<file path="config.mk">
export PLATFORM = sky130hd
export DESIGN_NAME = trace_release_queue
export DESIGN_NICKNAME = d
export VERILOG_FILES = /design/src/rtl/trace_release_queue.sv
export SDC_FILE = /design/constraint.sdc
export NUM_CORES = 2
export LEC_CHECK = 0
export BUFFER_PORTS_ARGS = -buffer_cell sky130_fd_sc_hd__buf_4
export CAP_MARGIN = 30
export CORE_AREA = 2 2 320 322
export CTS_CLUSTER_DIAMETER = 100
export DETAILED_ROUTE_END_ITERATION = 16
export DIE_AREA = 0 0 322 324
export PLACE_DENSITY = 0.57
export SYNTH_ARGS = -nofsm -noshare
export SYNTH_HDL_FRONTEND = slang
export SYNTH_SLANG_ARGS = --single-unit
</file>
<file path="constraint.sdc">
create_clock -name CPU_clock -period 31.5 [get_ports CPU_clock]
set_clock_uncertainty 0.2 [all_clocks]
set_input_delay 1.575 -clock CPU_clock [delete_from_list [all_inputs] [get_ports CPU_clock]]
set_output_delay 1.575 -clock CPU_clock [all_outputs]
set_load 0.02 [all_outputs]
</file>
<file path="src/rtl/trace_release_queue.sv">
// Timestamp-release buffer between the trace parser and the DRAM request queue.
// Records are held in FIFO order. Each one is released once the CPU cycle counter reaches its timestamp.
module trace_release_queue #(
  parameter int ADDRESS_WIDTH = 33,
  parameter int TIME_W        = 64,
  parameter int OP_W          = 2,
  parameter int DEPTH         = 8
) (
  input  logic                       CPU_clock,
  input  logic                       rst_n,
  input  logic                       in_valid,
  output logic                       in_ready,
  input  logic [TIME_W-1:0]          in_time,
  input  logic [OP_W-1:0]            in_op,
  input  logic [ADDRESS_WIDTH-1:0]   in_addr,
  input  logic                       in_last,
  output logic                       out_valid,
  input  logic                       out_ready,
  output logic [TIME_W-1:0]          out_time,
  output logic [OP_W-1:0]            out_op,
  output logic [ADDRESS_WIDTH-1:0]   out_addr,
  input  logic                       ff_en,
  output logic [TIME_W-1:0]          cycle_count,
  output logic [$clog2(DEPTH):0]     occupancy,
  output logic                       err_order,
  output logic                       err_op,
  output logic                       done
);

  localparam int PTR_W = $clog2(DEPTH);
  localparam int OCC_W = PTR_W + 1;
  localparam logic [OP_W-1:0]  OP_IFETCH = OP_W'(2);
  localparam logic [OCC_W-1:0] OCC_FULL  = OCC_W'(DEPTH);

  typedef enum logic [1:0] {
    RUN,
    DRAIN,
    DONE
  } state_t;

  state_t state, state_next;

  logic [TIME_W-1:0]        mem_time [DEPTH];
  logic [OP_W-1:0]          mem_op   [DEPTH];
  logic [ADDRESS_WIDTH-1:0] mem_addr [DEPTH];
  logic [PTR_W-1:0]         wr_ptr, rd_ptr;
  logic [TIME_W-1:0]        last_time;
  logic [OCC_W-1:0]         occ_next;
  logic                     accept, op_ok, order_ok, push, pop;

  assign in_ready = (state == RUN) && (occupancy < OCC_FULL);
  assign accept   = in_valid && in_ready;
  assign op_ok    = (in_op <= OP_IFETCH);
  assign order_ok = (in_time >= last_time);
  assign push     = accept && op_ok && order_ok;

  assign out_time  = mem_time[rd_ptr];
  assign out_op    = mem_op[rd_ptr];
  assign out_addr  = mem_addr[rd_ptr];
  assign out_valid = (occupancy != '0) && (out_time <= cycle_count);
  assign pop       = out_valid && out_ready;
  assign done      = (state == DONE);

  always_comb begin
    occ_next = occupancy;
    case ({push, pop})
      2'b10:   occ_next = occupancy + OCC_W'(1);
      2'b01:   occ_next = occupancy - OCC_W'(1);
      default: occ_next = occupancy;
    endcase
  end

  // DONE is reached in the cycle right after the final pop, so the check uses the post-pop count.
  always_comb begin
    state_next = state;
    case (state)
      RUN:     if (accept && in_last) state_next = DRAIN;
      DRAIN:   if (occ_next == '0)    state_next = DONE;
      DONE:    state_next = DONE;
      default: state_next = RUN;
    endcase
  end

  always_ff @(posedge CPU_clock) begin
    if (!rst_n) begin
      state       <= RUN;
      occupancy   <= '0;
      wr_ptr      <= '0;
      rd_ptr      <= '0;
      last_time   <= '0;
      cycle_count <= '0;
      err_order   <= 1'b0;
      err_op      <= 1'b0;
      for (int unsigned i = 0; i < DEPTH; i++) begin
        mem_time[i] <= '0;
        mem_op[i]   <= '0;
        mem_addr[i] <= '0;
      end
    end else begin
      state     <= state_next;
      occupancy <= occ_next;

      if (&cycle_count)
        cycle_count <= cycle_count;
      else if (ff_en && (occupancy != '0) && (out_time > cycle_count))
        cycle_count <= out_time;
      else
        cycle_count <= cycle_count + TIME_W'(1);

      if (push) begin
        mem_time[wr_ptr] <= in_time;
        mem_op[wr_ptr]   <= in_op;
        mem_addr[wr_ptr] <= in_addr;
        wr_ptr           <= wr_ptr + PTR_W'(1);
        last_time        <= in_time;
      end
      if (pop)
        rd_ptr <= rd_ptr + PTR_W'(1);

      if (accept && !op_ok)
        err_op <= 1'b1;
      else if (accept && !order_ok)
        err_order <= 1'b1;
    end
  end

endmodule

</file>
==> impl_metrics.env <==
export IMPL_antenna_found_initial=5
export IMPL_async_reset_ff_share_pct=0
export IMPL_swShare_pct=28.6
export IMPL_ir_drop_mv=0.0423
export IMPL_multi_input_area_sq_mm=0.0160
export IMPL_syn_nets=3698
export IMPL_worst_pin_slew_ns=1.01
export IMPL_place_ws_ns=23.16
export IMPL_p_int_mw=2.44
export IMPL_post_drt_wl_per_cell_microns=25.5
export IMPL_power_per_cell_area_mw_per_mm2=67.1
export IMPL_syn_area_sq_mm=0.0440
export IMPL_synth_seq_area_share_pct=60.6
export IMPL_routed_via_count=28821
export IMPL_cts_tree="done"
export IMPL_setup_violations=0
export IMPL_met1_usage_pct=35.8
export IMPL_critical_path_slowest_cell="dfxtp_4"
export IMPL_power_share_combinational_pct=21.1
export IMPL_hold_path_class="reg2reg"
export IMPL_synthFlopType="edfxtp_1"
export IMPL_die_h_microns=324
export IMPL_yosysWarnings=0
export IMPL_clockBufferDepth=3
export IMPL_syn2layout_area_growth_pct=15.5
export IMPL_drtIter0Drc=2704
export IMPL_fin_total_pwr_mw=3.41
export IMPL_seqCellArea_sq_mm=0.0267
export IMPL_gp_congestion=0.829
export IMPL_std_cell_rows=117
export IMPL_synth_top_area_share_pct=54.0
export IMPL_viasPerCell=5.67
export IMPL_grt_busiest_layer="met2"
export IMPL_fin_crit_ns=8.03
export IMPL_crit_chain="buf_4 > buf_16 > buf_4 > mux4_2 > mux2_2 > ha_1 > nand4_1 > nor4_1 > and3_1 > nand4_1 > a21boi_0 > buf_4"
export IMPL_maxSlewViolCount=0
export IMPL_fillers=8955
export IMPL_yosysUniqueCellTypes=67
export IMPL_hold_buffers=0
export IMPL_cts_root_buf="clkbuf_16"
export IMPL_max_freq_mhz=125
export IMPL_path_common_cell="buf_4"
export IMPL_hold_slack_ns=0.285
export IMPL_use_met3_pct=5.23
export IMPL_core_area_sq_mm=0.101
export IMPL_post_cts_buffers=0
export IMPL_rsz0062_at_grt="false"
export IMPL_syn_inst=3454
export IMPL_clkSlewWorstSetupHoldPaths_ns=0.06
export IMPL_synth_largest_area_cell="edfxtp_1"
export IMPL_hpwl_microns=78400
export IMPL_max_stage_delay_ns=0.86
export IMPL_antenna_left=0
export IMPL_synthTopCellsByArea="edfxtp_1 54%, mux4_2 10%, nor2_1 7.9%"
export IMPL_io_pins=277
export IMPL_p_switching_uw=975
export IMPL_final_util_pct=50.3
export IMPL_critPathKind="reg2out"
export IMPL_die_x_microns=322
export IMPL_clkPwrFrac_pct=35.3
export IMPL_yosys_register_bits=937
export IMPL_grt_start_max_net_pins=155
export IMPL_numPortBuffers=276
export IMPL_min_from="state[1]$_SDFFE_PN0P_"
export IMPL_wirelength_microns=130000
export IMPL_met2_usage_pct=38.4
export IMPL_synth_area_per_cell_sq_um=12.7
export IMPL_insertion_delay_ns=0.67
export IMPL_synth_edff_count=792
export IMPL_die_area_sq_mm=0.104
export IMPL_first_pass_iters=5
export IMPL_grt_pass1_wl_microns=190000
export IMPL_finalCritPeriodShare_pct=25.5
export IMPL_initial_core_util_pct=43.6
export IMPL_numCtsBuffers=101
export IMPL_maxCapViolations=0
export IMPL_drc=0
export IMPL_clock_sinks=937
export IMPL_drive_above_1_share_pct=22.6
export IMPL_nNetsFinal=3927
export IMPL_hold_violations=0
export IMPL_htreeDepth=3
export IMPL_leakagePower_nw=18.1
export IMPL_worstPathArrival_ns=6.26
export IMPL_p_seq_share_pct=43.6
export IMPL_synth_common_cells="925 x nor2_1, 792 x edfxtp_1, 263 x nand2_1, 198 x mux4_2, 145 x dfxtp_1"
export IMPL_cp_start_kind="flop"
export IMPL_status="complete, no violations"
export IMPL_grt_use_total_pct=24.9
export IMPL_overflow=0
export IMPL_fin_ws_ns=23.47
export IMPL_grt_pass1_vias=28687
export IMPL_slew_headroom_pct=32.7
export IMPL_post_synth_top_count_cell="nor2_1"
export IMPL_cts_resized=0
export IMPL_cp_max_fo=59
export IMPL_tns_ns=0
export IMPL_critPathRequiredTime_ns=29.73
export IMPL_critPathCaptureType="output port"
==> worst paths after layout <==
kind / endpoint / slack (ns) / cells past startpoint
setup / recovery: out_valid / 23.47 / 12
hold / removal: state[1]$_SDFFE_PN0P_ / 0.28 / 2
setup reg to reg: state[1]$_SDFFE_PN0P_ / 23.51 / 22
hold reg to reg: state[1]$_SDFFE_PN0P_ / 0.28 / 2
==> layout by cell type (no fill, tap or decap), types with 69 or more instances in the layout <==
master and n:
inv_1 143, ha_1 138, buf_4 329, mux4_2 198, clkbuf_16 103, dfxtp_1 141
mux2_2 141, nor2_1 925, nand2_1 263, mux2i_1 69, edfxtp_1 792
==> sequential cells by signal, indices dropped and copies added, names as in the netlist, 3 cells and up, named ones only <==
signal       count
mem_op          16
occupancy        4
mem_time       512
cycle_count     64
rd_ptr           3
last_time       64
wr_ptr           3
mem_addr       264
==> kinds of logic (layout without fill, tap and decap cells) <==
| logic type | count (synthesis) | in the layout | synth area share [%] |
|---|---|---|---|
| flops | 937 | 937 | 60.6 |
| xor+xnor | 67 | 67 | 1.33 |
| fa+ha+maj | 139 | 139 | 3.97 |
| mux | 408 | 408 | 15.3 |
| other cells | 0 | 4 | 0 |
| buf+inv | 356 | 669 | 3.30 |
| compound gates | 196 | 196 | 2.99 |
| simple gates | 1351 | 1351 | 12.5 |
==> power groups by stage <==
stage / sequential [mW] / combinational [mW] / clock [mW]
floorplan: 1.52 / 0.443 / 0
global placement: 1.52 / 0.709 / 0
detailed placement: 1.51 / 0.717 / 0
CTS: 1.49 / 0.720 / 1.23
global route: 1.50 / 0.778 / 1.27
finish: 1.49 / 0.720 / 1.20
==> final cells by class <==
cell class	instances	share of cell area (%)
well taps	1309	3.22
repair buffers	336	5.16
flip-flops and latches	937	52.5
clock inverters	62	1.20
clock buffers	125	5.33
inverters	146	1.09
diodes	4	0.0197
multi-input cells	2161	31.5
==> through the flow <==
step	area [sq um]	cells
final	50900	5080
after global routing	50900	5079
after CTS	50800	5073
after detailed placement	47400	4886
after global placement	47400	4884
after floorplan	44000	3454
==> per-layer routing <==
metal | wire (microns) | up-vias
met2 | 59100 | 1130
met3 | 11900 | 171
met1 | 55900 | 14613
met4 | 2800 | 2
li1 | - | 12905
met5 | 10 | -
==> worst max-delay path, delay by kind of cell, from the launching register on <==
family,cells,cell delay [ns]
mux,2,0.75
compound gates,1,0.48
buf+inv,4,1.65
simple gates,4,1.42
flops,1,0.86
fa+ha+maj,1,0.32
Power figures use the tool's default switching activity.
